==> src/rtl/program_loader_pkg.sv <==
// Shared definitions for the program loader: command codes, FSM states and
// small state-classification helpers.
package program_loader_pkg;

  localparam logic [7:0] CMD_LOAD_IM = 8'h01;
  localparam logic [7:0] CMD_LOAD_DM = 8'h02;
  localparam logic [7:0] CMD_RUN     = 8'h03;

  typedef enum logic [2:0] {
    ST_IDLE,
    ST_CNT_HI,
    ST_CNT_LO,
    ST_PAYLOAD,
    ST_CKSUM,
    ST_RUN,
    ST_ERROR
  } state_e;

  function automatic logic is_busy(state_e s);
    return !(s inside {ST_IDLE, ST_RUN, ST_ERROR});
  endfunction

  function automatic logic accepts_bytes(state_e s);
    return !(s inside {ST_RUN, ST_ERROR});
  endfunction

endpackage

==> src/rtl/program_loader_if.sv <==
// Host byte link plus IM/DM write ports and core control of the program loader.
// master = host/memory side, slave = loader.
interface program_loader_if #(
  parameter int IM_AW = 10,
  parameter int DM_AW = 10
);
  logic [7:0]       rx_data;
  logic             rx_valid;
  logic             rx_ready;
  logic             im_we;
  logic [IM_AW-1:0] im_addr;
  logic [31:0]      im_wdata;
  logic             dm_we;
  logic [DM_AW-1:0] dm_addr;
  logic [7:0]       dm_wdata;
  logic             cpu_run;
  logic             busy;
  logic             error;

  modport master (
    output rx_data, rx_valid,
    input  rx_ready, im_we, im_addr, im_wdata, dm_we, dm_addr, dm_wdata,
           cpu_run, busy, error
  );

  modport slave (
    input  rx_data, rx_valid,
    output rx_ready, im_we, im_addr, im_wdata, dm_we, dm_addr, dm_wdata,
           cpu_run, busy, error
  );
endinterface

==> src/rtl/program_loader_word_pack.sv <==
// Byte -> 32-bit big-endian word assembler. word_done flags the byte that
// completes a word; word is then {first three bytes, current byte}.
module loader_word_pack (
  input  logic        clk,
  input  logic        reset,
  input  logic        clear,
  input  logic        byte_valid,
  input  logic [7:0]  byte_in,
  output logic        word_done,
  output logic [31:0] word
);

  logic [1:0]  idx_q, idx_d;
  logic [23:0] shift_q, shift_d;

  always_comb begin
    // NOTE: every always_comb output gets a default first; a path that leaves
    // one unassigned would infer a latch.
    idx_d   = idx_q;
    shift_d = shift_q;
    if (clear) begin
      idx_d   = '0;
      shift_d = '0;
    end else if (byte_valid) begin
      idx_d   = idx_q + 2'd1;
      shift_d = {shift_q[15:0], byte_in};
    end
  end

  // NOTE: sequential state uses non-blocking assignments so every flop samples
  // pre-edge values regardless of statement order.
  always_ff @(posedge clk or posedge reset) begin
    if (reset) begin
      idx_q   <= '0;
      shift_q <= '0;
    end else begin
      idx_q   <= idx_d;
      shift_q <= shift_d;
    end
  end

  assign word_done = byte_valid & ~clear & (idx_q == 2'd3);
  assign word      = {shift_q, byte_in};

endmodule

==> src/rtl/program_loader.sv <==
// Byte-stream program loader: writes IM words / DM bytes and releases the core
// on RUN. Define LOADER_CHECKSUM_EN to require an XOR checksum byte per LOAD frame.
module program_loader
  import program_loader_pkg::*;
#(
  parameter int IM_AW = 10,
  parameter int DM_AW = 10
) (
  input logic             clk,
  input logic             reset,
  program_loader_if.slave bus
);

`ifdef LOADER_CHECKSUM_EN
  localparam state_e FRAME_END = ST_CKSUM;
`else
  localparam state_e FRAME_END = ST_IDLE;
`endif

  state_e           state_q, state_d;
  logic             load_im_q, load_im_d;
  logic [15:0]      count_q, count_d;
  logic [IM_AW:0]   im_ptr_q, im_ptr_d;
  logic [DM_AW:0]   dm_ptr_q, dm_ptr_d;
  logic             im_we_q, im_we_d;
  logic [IM_AW-1:0] im_addr_q, im_addr_d;
  logic [31:0]      im_wdata_q, im_wdata_d;
  logic             dm_we_q, dm_we_d;
  logic [DM_AW-1:0] dm_addr_q, dm_addr_d;
  logic [7:0]       dm_wdata_q, dm_wdata_d;
  logic             rx_ready_q, rx_ready_d;
  logic             cpu_run_q, cpu_run_d;
  logic             busy_q, busy_d;
  logic             error_q, error_d;
`ifdef LOADER_CHECKSUM_EN
  logic [7:0]       cksum_q, cksum_d;
`endif

  logic        accept;
  logic        pack_done;
  logic [31:0] pack_word;

  assign accept = bus.rx_valid & rx_ready_q;

  loader_word_pack u_word_pack (
    .clk        (clk),
    .reset      (reset),
    .clear      (state_q != ST_PAYLOAD),
    .byte_valid (accept & (state_q == ST_PAYLOAD) & load_im_q),
    .byte_in    (bus.rx_data),
    .word_done  (pack_done),
    .word       (pack_word)
  );

  always_comb begin
    state_d    = state_q;
    load_im_d  = load_im_q;
    count_d    = count_q;
    im_ptr_d   = im_ptr_q;
    dm_ptr_d   = dm_ptr_q;
    im_we_d    = 1'b0;
    im_addr_d  = im_addr_q;
    im_wdata_d = im_wdata_q;
    dm_we_d    = 1'b0;
    dm_addr_d  = dm_addr_q;
    dm_wdata_d = dm_wdata_q;
`ifdef LOADER_CHECKSUM_EN
    cksum_d    = cksum_q;
`endif

    if (accept) begin
      unique case (state_q)
        ST_IDLE: begin
`ifdef LOADER_CHECKSUM_EN
          cksum_d = '0;
`endif
          case (bus.rx_data)
            CMD_LOAD_IM: begin
              state_d   = ST_CNT_HI;
              load_im_d = 1'b1;
              im_ptr_d  = '0;
            end
            CMD_LOAD_DM: begin
              state_d   = ST_CNT_HI;
              load_im_d = 1'b0;
              dm_ptr_d  = '0;
            end
            CMD_RUN: state_d = ST_RUN;
            default: state_d = ST_ERROR;
          endcase
        end
        ST_CNT_HI: begin
          count_d = {bus.rx_data, 8'h00};
          state_d = ST_CNT_LO;
        end
        ST_CNT_LO: begin
          count_d = {count_q[15:8], bus.rx_data};
          state_d = (count_d == 16'd0) ? FRAME_END : ST_PAYLOAD;
        end
        ST_PAYLOAD: begin
`ifdef LOADER_CHECKSUM_EN
          cksum_d = cksum_q ^ bus.rx_data;
`endif
          // The pointer's extra top bit marks "memory full"; a unit arriving
          // then is dropped and the loader stops rather than wrapping.
          if (load_im_q) begin
            if (pack_done) begin
              if (im_ptr_q[IM_AW]) begin
                state_d = ST_ERROR;
              end else begin
                im_we_d    = 1'b1;
                im_addr_d  = im_ptr_q[IM_AW-1:0];
                im_wdata_d = pack_word;
                im_ptr_d   = im_ptr_q + (IM_AW+1)'(4);
                count_d    = count_q - 16'd1;
                if (count_q == 16'd1) state_d = FRAME_END;
              end
            end
          end else begin
            if (dm_ptr_q[DM_AW]) begin
              state_d = ST_ERROR;
            end else begin
              dm_we_d    = 1'b1;
              dm_addr_d  = dm_ptr_q[DM_AW-1:0];
              dm_wdata_d = bus.rx_data;
              dm_ptr_d   = dm_ptr_q + (DM_AW+1)'(1);
              count_d    = count_q - 16'd1;
              if (count_q == 16'd1) state_d = FRAME_END;
            end
          end
        end
`ifdef LOADER_CHECKSUM_EN
        ST_CKSUM: state_d = (bus.rx_data == cksum_q) ? ST_IDLE : ST_ERROR;
`endif
        default: state_d = state_q;
      endcase
    end

    rx_ready_d = accepts_bytes(state_d);
    busy_d     = is_busy(state_d);
    cpu_run_d  = (state_d == ST_RUN);
    error_d    = (state_d == ST_ERROR);
  end

  always_ff @(posedge clk or posedge reset) begin
    if (reset) begin
      state_q    <= ST_IDLE;
      load_im_q  <= 1'b0;
      count_q    <= '0;
      im_ptr_q   <= '0;
      dm_ptr_q   <= '0;
      im_we_q    <= 1'b0;
      im_addr_q  <= '0;
      im_wdata_q <= '0;
      dm_we_q    <= 1'b0;
      dm_addr_q  <= '0;
      dm_wdata_q <= '0;
      rx_ready_q <= 1'b1;
      cpu_run_q  <= 1'b0;
      busy_q     <= 1'b0;
      error_q    <= 1'b0;
`ifdef LOADER_CHECKSUM_EN
      cksum_q    <= '0;
`endif
    end else begin
      state_q    <= state_d;
      load_im_q  <= load_im_d;
      count_q    <= count_d;
      im_ptr_q   <= im_ptr_d;
      dm_ptr_q   <= dm_ptr_d;
      im_we_q    <= im_we_d;
      im_addr_q  <= im_addr_d;
      im_wdata_q <= im_wdata_d;
      dm_we_q    <= dm_we_d;
      dm_addr_q  <= dm_addr_d;
      dm_wdata_q <= dm_wdata_d;
      rx_ready_q <= rx_ready_d;
      cpu_run_q  <= cpu_run_d;
      busy_q     <= busy_d;
      error_q    <= error_d;
`ifdef LOADER_CHECKSUM_EN
      cksum_q    <= cksum_d;
`endif
    end
  end

  assign bus.rx_ready = rx_ready_q;
  assign bus.im_we    = im_we_q;
  assign bus.im_addr  = im_addr_q;
  assign bus.im_wdata = im_wdata_q;
  assign bus.dm_we    = dm_we_q;
  assign bus.dm_addr  = dm_addr_q;
  assign bus.dm_wdata = dm_wdata_q;
  assign bus.cpu_run  = cpu_run_q;
  assign bus.busy     = busy_q;
  assign bus.error    = error_q;

endmodule

==> src/flat_wrapper.sv <==
// flat-port wrapper written by rule: the top's interface ports become plain ports
module program_loader_flat import program_loader_pkg::*;
#(
  parameter int IM_AW = 10,
  parameter int DM_AW = 10
)
  (clk, reset, bus_rx_data, bus_rx_valid, bus_rx_ready, bus_im_we, bus_im_addr, bus_im_wdata, bus_dm_we, bus_dm_addr, bus_dm_wdata, bus_cpu_run, bus_busy, bus_error);
  program_loader_if #(.IM_AW(IM_AW), .DM_AW(DM_AW)) bus_i ();
  input logic clk;
  input logic reset;
  input wire logic [$bits(bus_i.rx_data)-1:0] bus_rx_data;
  input wire logic [$bits(bus_i.rx_valid)-1:0] bus_rx_valid;
  output wire logic [$bits(bus_i.rx_ready)-1:0] bus_rx_ready;
  output wire logic [$bits(bus_i.im_we)-1:0] bus_im_we;
  output wire logic [$bits(bus_i.im_addr)-1:0] bus_im_addr;
  output wire logic [$bits(bus_i.im_wdata)-1:0] bus_im_wdata;
  output wire logic [$bits(bus_i.dm_we)-1:0] bus_dm_we;
  output wire logic [$bits(bus_i.dm_addr)-1:0] bus_dm_addr;
  output wire logic [$bits(bus_i.dm_wdata)-1:0] bus_dm_wdata;
  output wire logic [$bits(bus_i.cpu_run)-1:0] bus_cpu_run;
  output wire logic [$bits(bus_i.busy)-1:0] bus_busy;
  output wire logic [$bits(bus_i.error)-1:0] bus_error;
  assign bus_i.rx_data = bus_rx_data;
  assign bus_i.rx_valid = bus_rx_valid;
  assign bus_rx_ready = bus_i.rx_ready;
  assign bus_im_we = bus_i.im_we;
  assign bus_im_addr = bus_i.im_addr;
  assign bus_im_wdata = bus_i.im_wdata;
  assign bus_dm_we = bus_i.dm_we;
  assign bus_dm_addr = bus_i.dm_addr;
  assign bus_dm_wdata = bus_i.dm_wdata;
  assign bus_cpu_run = bus_i.cpu_run;
  assign bus_busy = bus_i.busy;
  assign bus_error = bus_i.error;
  program_loader #(.IM_AW(IM_AW), .DM_AW(DM_AW)) u_core (.clk(clk), .reset(reset), .bus(bus_i));
endmodule
==> config.mk <==
export PLATFORM = sky130hd
export DESIGN_NAME = program_loader_flat
export DESIGN_NICKNAME = d
export VERILOG_FILES = /design/src/rtl/program_loader_pkg.sv /design/src/rtl/program_loader_if.sv /design/src/rtl/program_loader_word_pack.sv /design/src/rtl/program_loader.sv /design/src/flat_wrapper.sv
export SDC_FILE = /design/constraint.sdc
export NUM_CORES = 1
export LEC_CHECK = 0
export CELL_PAD_IN_SITES_DETAIL_PLACEMENT = 1
export CELL_PAD_IN_SITES_GLOBAL_PLACEMENT = 1
export CORE_AREA = 2 2 117 119
export DETAILED_ROUTE_END_ITERATION = 8
export DIE_AREA = 0 0 119 121
export PLACE_DENSITY_LB_ADDON = 0.1
export SLEW_MARGIN = 10
export SYNTH_ARGS = -nofsm -noshare
export SYNTH_HDL_FRONTEND = slang
export SYNTH_HIERARCHICAL = 1
export SYNTH_SLANG_ARGS = --single-unit
export TNS_END_PERCENT = 1
==> constraint.sdc <==
create_clock -name clk -period 5.4 [get_ports clk]
set_input_delay 0.81 -clock clk [delete_from_list [all_inputs] [get_ports clk]]
set_output_delay 0.81 -clock clk [all_outputs]
set_load 0.05 [all_outputs]
==> impl_metrics.tcl <==
set metrics [dict create \
    outcome "completed" \
    async_reset_ff_share_pct 100 \
    seq_power_share_pct 40.1 \
    period_share_pct 74.0 \
    cts_hold_buf 0 \
    dpl_cell_area_um2 6800 \
    power_density_nw_per_um2 414 \
    die_x_um 119 \
    busiest_layer "met2" \
    swShare_pct 34.5 \
    htreeDepth 4 \
    ys.flop_type "dfrtp_1" \
    peakVddDrop_mv 0.233 \
    syn_area_um2 6050 \
    grt_usage_pct 23.1 \
    fmax_mhz 250 \
    synth.avg_cell_area_um2 10.8 \
    cts.sinks 130 \
    num_rows 42 \
    final_cell_mix "129 x dfrtp_1, 80 x nand2_1, 74 x clkdlybuf4s50_1, 61 x nor2_1, 39 x mux2_2" \
    boundaryPins 77 \
    r2r-end "u_core/count_q[8]" \
    slew_viol_final 0 \
    period_needed_ps 4000 \
    clkPwrFrac_pct 34.6 \
    drv_cap 0 \
    hpwl_mm 9.86 \
    cts_tree "built" \
    totalWireLength_mm 15.3 \
    post_cts_buffers 0 \
    firstDrtPassIters 4 \
    n_antenna_cell 0 \
    vias 4409 \
    grt.met1_usage_pct 28.6 \
    cts_root_buffer "clkbuf_16" \
    cts_buffers 17 \
    clk_pin_slew_ps 60 \
    port-buffer-count 74 \
    cp_max_fo 48 \
    end_kind "flop" \
    start_util_pct 46.2 \
    min_path_type "reg2reg" \
    min_delay_worst_endpoint "u_core/bus.dm_addr[7]" \
    vias_per_cell 5.46 \
    nets 637 \
    antenna_found_initial 0 \
    overflow 0 \
    post-route-util_pct 56.0 \
    post_cts_resized 0 \
    clkLatencyLatePin_ps 420 \
    design_area_um2 7330 \
    seq_area_frac_synth_pct 53.8 \
    yosysUniqueCellTypes 59 \
    routedWlPerCell_um 19.0 \
    drtIter0Drc 227 \
    hold_path_depth 2 \
    grt_start_max_net_pins 56 \
    tns_ps 0 \
    syn_inst 560 \
    worstHoldStart "u_core/bus.dm_addr[7]" \
    area_delta_synth_final_pct 21.1 \
    worst_pin_slew_ps 1010 \
    grt_use_met2_pct 38.8 \
    slew_headroom_pct 32.1 \
    whs_ps 476 \
    p_int_mw 1.99 \
    finalHoldViolations 0 \
    synth_edf_count 0 \
    drc 0 \
    total_leakage_power_nw 3.26 \
    core_um2 13100 \
    grt_use_met3_pct 6.44 \
    place.gp.congestion 0.866 \
    worst_setup_path_start_kind "flop" \
    timing.rr.start "u_core/state_q[0]" \
    combPwrFrac_pct 25.3 \
    reg2regPathDepth 9 \
    crit_type "reg2reg" \
    ys_warn_count 6 \
    ant_nets 0 \
    layout_commonest_cell "dfrtp_1" \
    die_h_um 121 \
    required_ps 5660 \
    arrival_ps 4250 \
    finalSetupViolCount 0 \
    layout-drive-gt1-share_pct 13.9 \
    r2r_setup_slack_ps 1400 \
    ys_ff_latch 130 \
    grt_pass1_vias 4940 \
    grt_pass1_wl_mm 25.9 \
    rsz0062_at_grt "no" \
    dieArea_um2 14400 \
    switchingPower_mw 1.05 \
    cts_max_path_buffers 2 \
    finClkSkew_ps 8.40 \
]
## state kept, by name (all words and copies together), names as in the netlist, 2 cells and up
name and count:
u_core/bus.dm_addr 10, u_core/bus.dm_wdata 8, u_core/bus.im_addr 8, u_core/bus.im_wdata 32, u_core/count_q 16, u_core/dm_ptr_q 11
u_core/im_ptr_q 9, u_core/state_q 3, u_core/u_word_pack/idx_q 2, u_core/u_word_pack/shift_q 24
## through the flow
stage	std cells	power (mW)	setup WS, ps
6_report	808	3.03	1400
3_5_place_dp	778	1.99	1420
4_1_cts	808	3.06	1410
5_1_grt	808	3.20	1050
3_3_place_gp	778	1.95	1690
2_1_floorplan	561	1.79	1860
## cells by family after synthesis
kind of cell	Yosys count	share of synthesized area [%]
and+or+nand+nor	210	17.2
DFF	130	53.8
AOI/OAI and AO/OA	79	8.13
muxes	68	12.1
buffers and inverters	50	5.21
xor gates and xnor gates	17	2.46
adders and majority gates	5	1.03
other	1	0.0620
## cells in the mapped netlist (all sizes together) (3+ instances only)
library cell  count  area (um2)
dfrtp           129        3230
nand2            80         300
nor2             65         256
mux2             40         450
o21ai            37         185
mux2i            28         280
buf              26         195
a21oi            19        95.1
xor2             14         123
inv              12        45.0
clkbuf           11        71.3
nand3            10        50.1
nor3              9        45.0
nor4              9         105
nand4             8        50.1
ha                5        62.6
and3              4        25.0
nor2b             4        32.5
o211ai            4        30.0
a22oi             3        22.5
a32oi             3        26.3
and3b             3        26.3
and4              3        26.3
nand3b            3        22.5
or3               3        18.8
xnor2             3        26.3
## metal layers
layer | part of all wire (%) | vias to the layer above
met1 | 44 | 2270
met3 | 4.4 | 20
met2 | 50 | 80
li1 | - | 2039
met4 | 1.8 | 0
met5 | 0 | -
## final cells by class
cell class,count,area [um2]
repair buffers,78,771
clock inverters,5,55.1
flip-flops and latches,130,3250
multi-input cells,381,2500
clock buffers,25,475
well taps,176,220
inverters,13,51.3
fillers,1418,5760
## power by group through the flow
stage	sequential [mW]	combinational, mW	clock (mW)
3_5_place_dp	1.23	0.763	0
2_1_floorplan	1.30	0.485	0
4_1_cts	1.21	0.770	1.07
5_1_grt	1.23	0.851	1.12
6_report	1.22	0.767	1.05
3_3_place_gp	1.22	0.732	0
## worst max-delay path by stage
stage / start / end / slack, ps / cells past startpoint
after floorplan: reset / u_core/bus.busy / 1860 / 1
after global placement: u_core/state_q[0] / u_core/count_q[8] / 1690 / 9
after detailed placement: u_core/state_q[0] / u_core/count_q[8] / 1420 / 9
after CTS: u_core/state_q[0] / u_core/count_q[8] / 1410 / 9
after global routing: u_core/state_q[0] / u_core/count_q[8] / 1050 / 11
final: u_core/state_q[0] / u_core/count_q[8] / 1400 / 9
## worst max-delay path: stages (launching register included)
cell and delay [ps]:
dfrtp_1 590, and3b_1 420, inv_2 750, nor2_1 260
and3b_1 290, or2_2 320, o211ai_1 830, nor3_1 110
a21oi_1 170, o211ai_1 90
No activity file was read; power rests on OpenSTA's default activity.
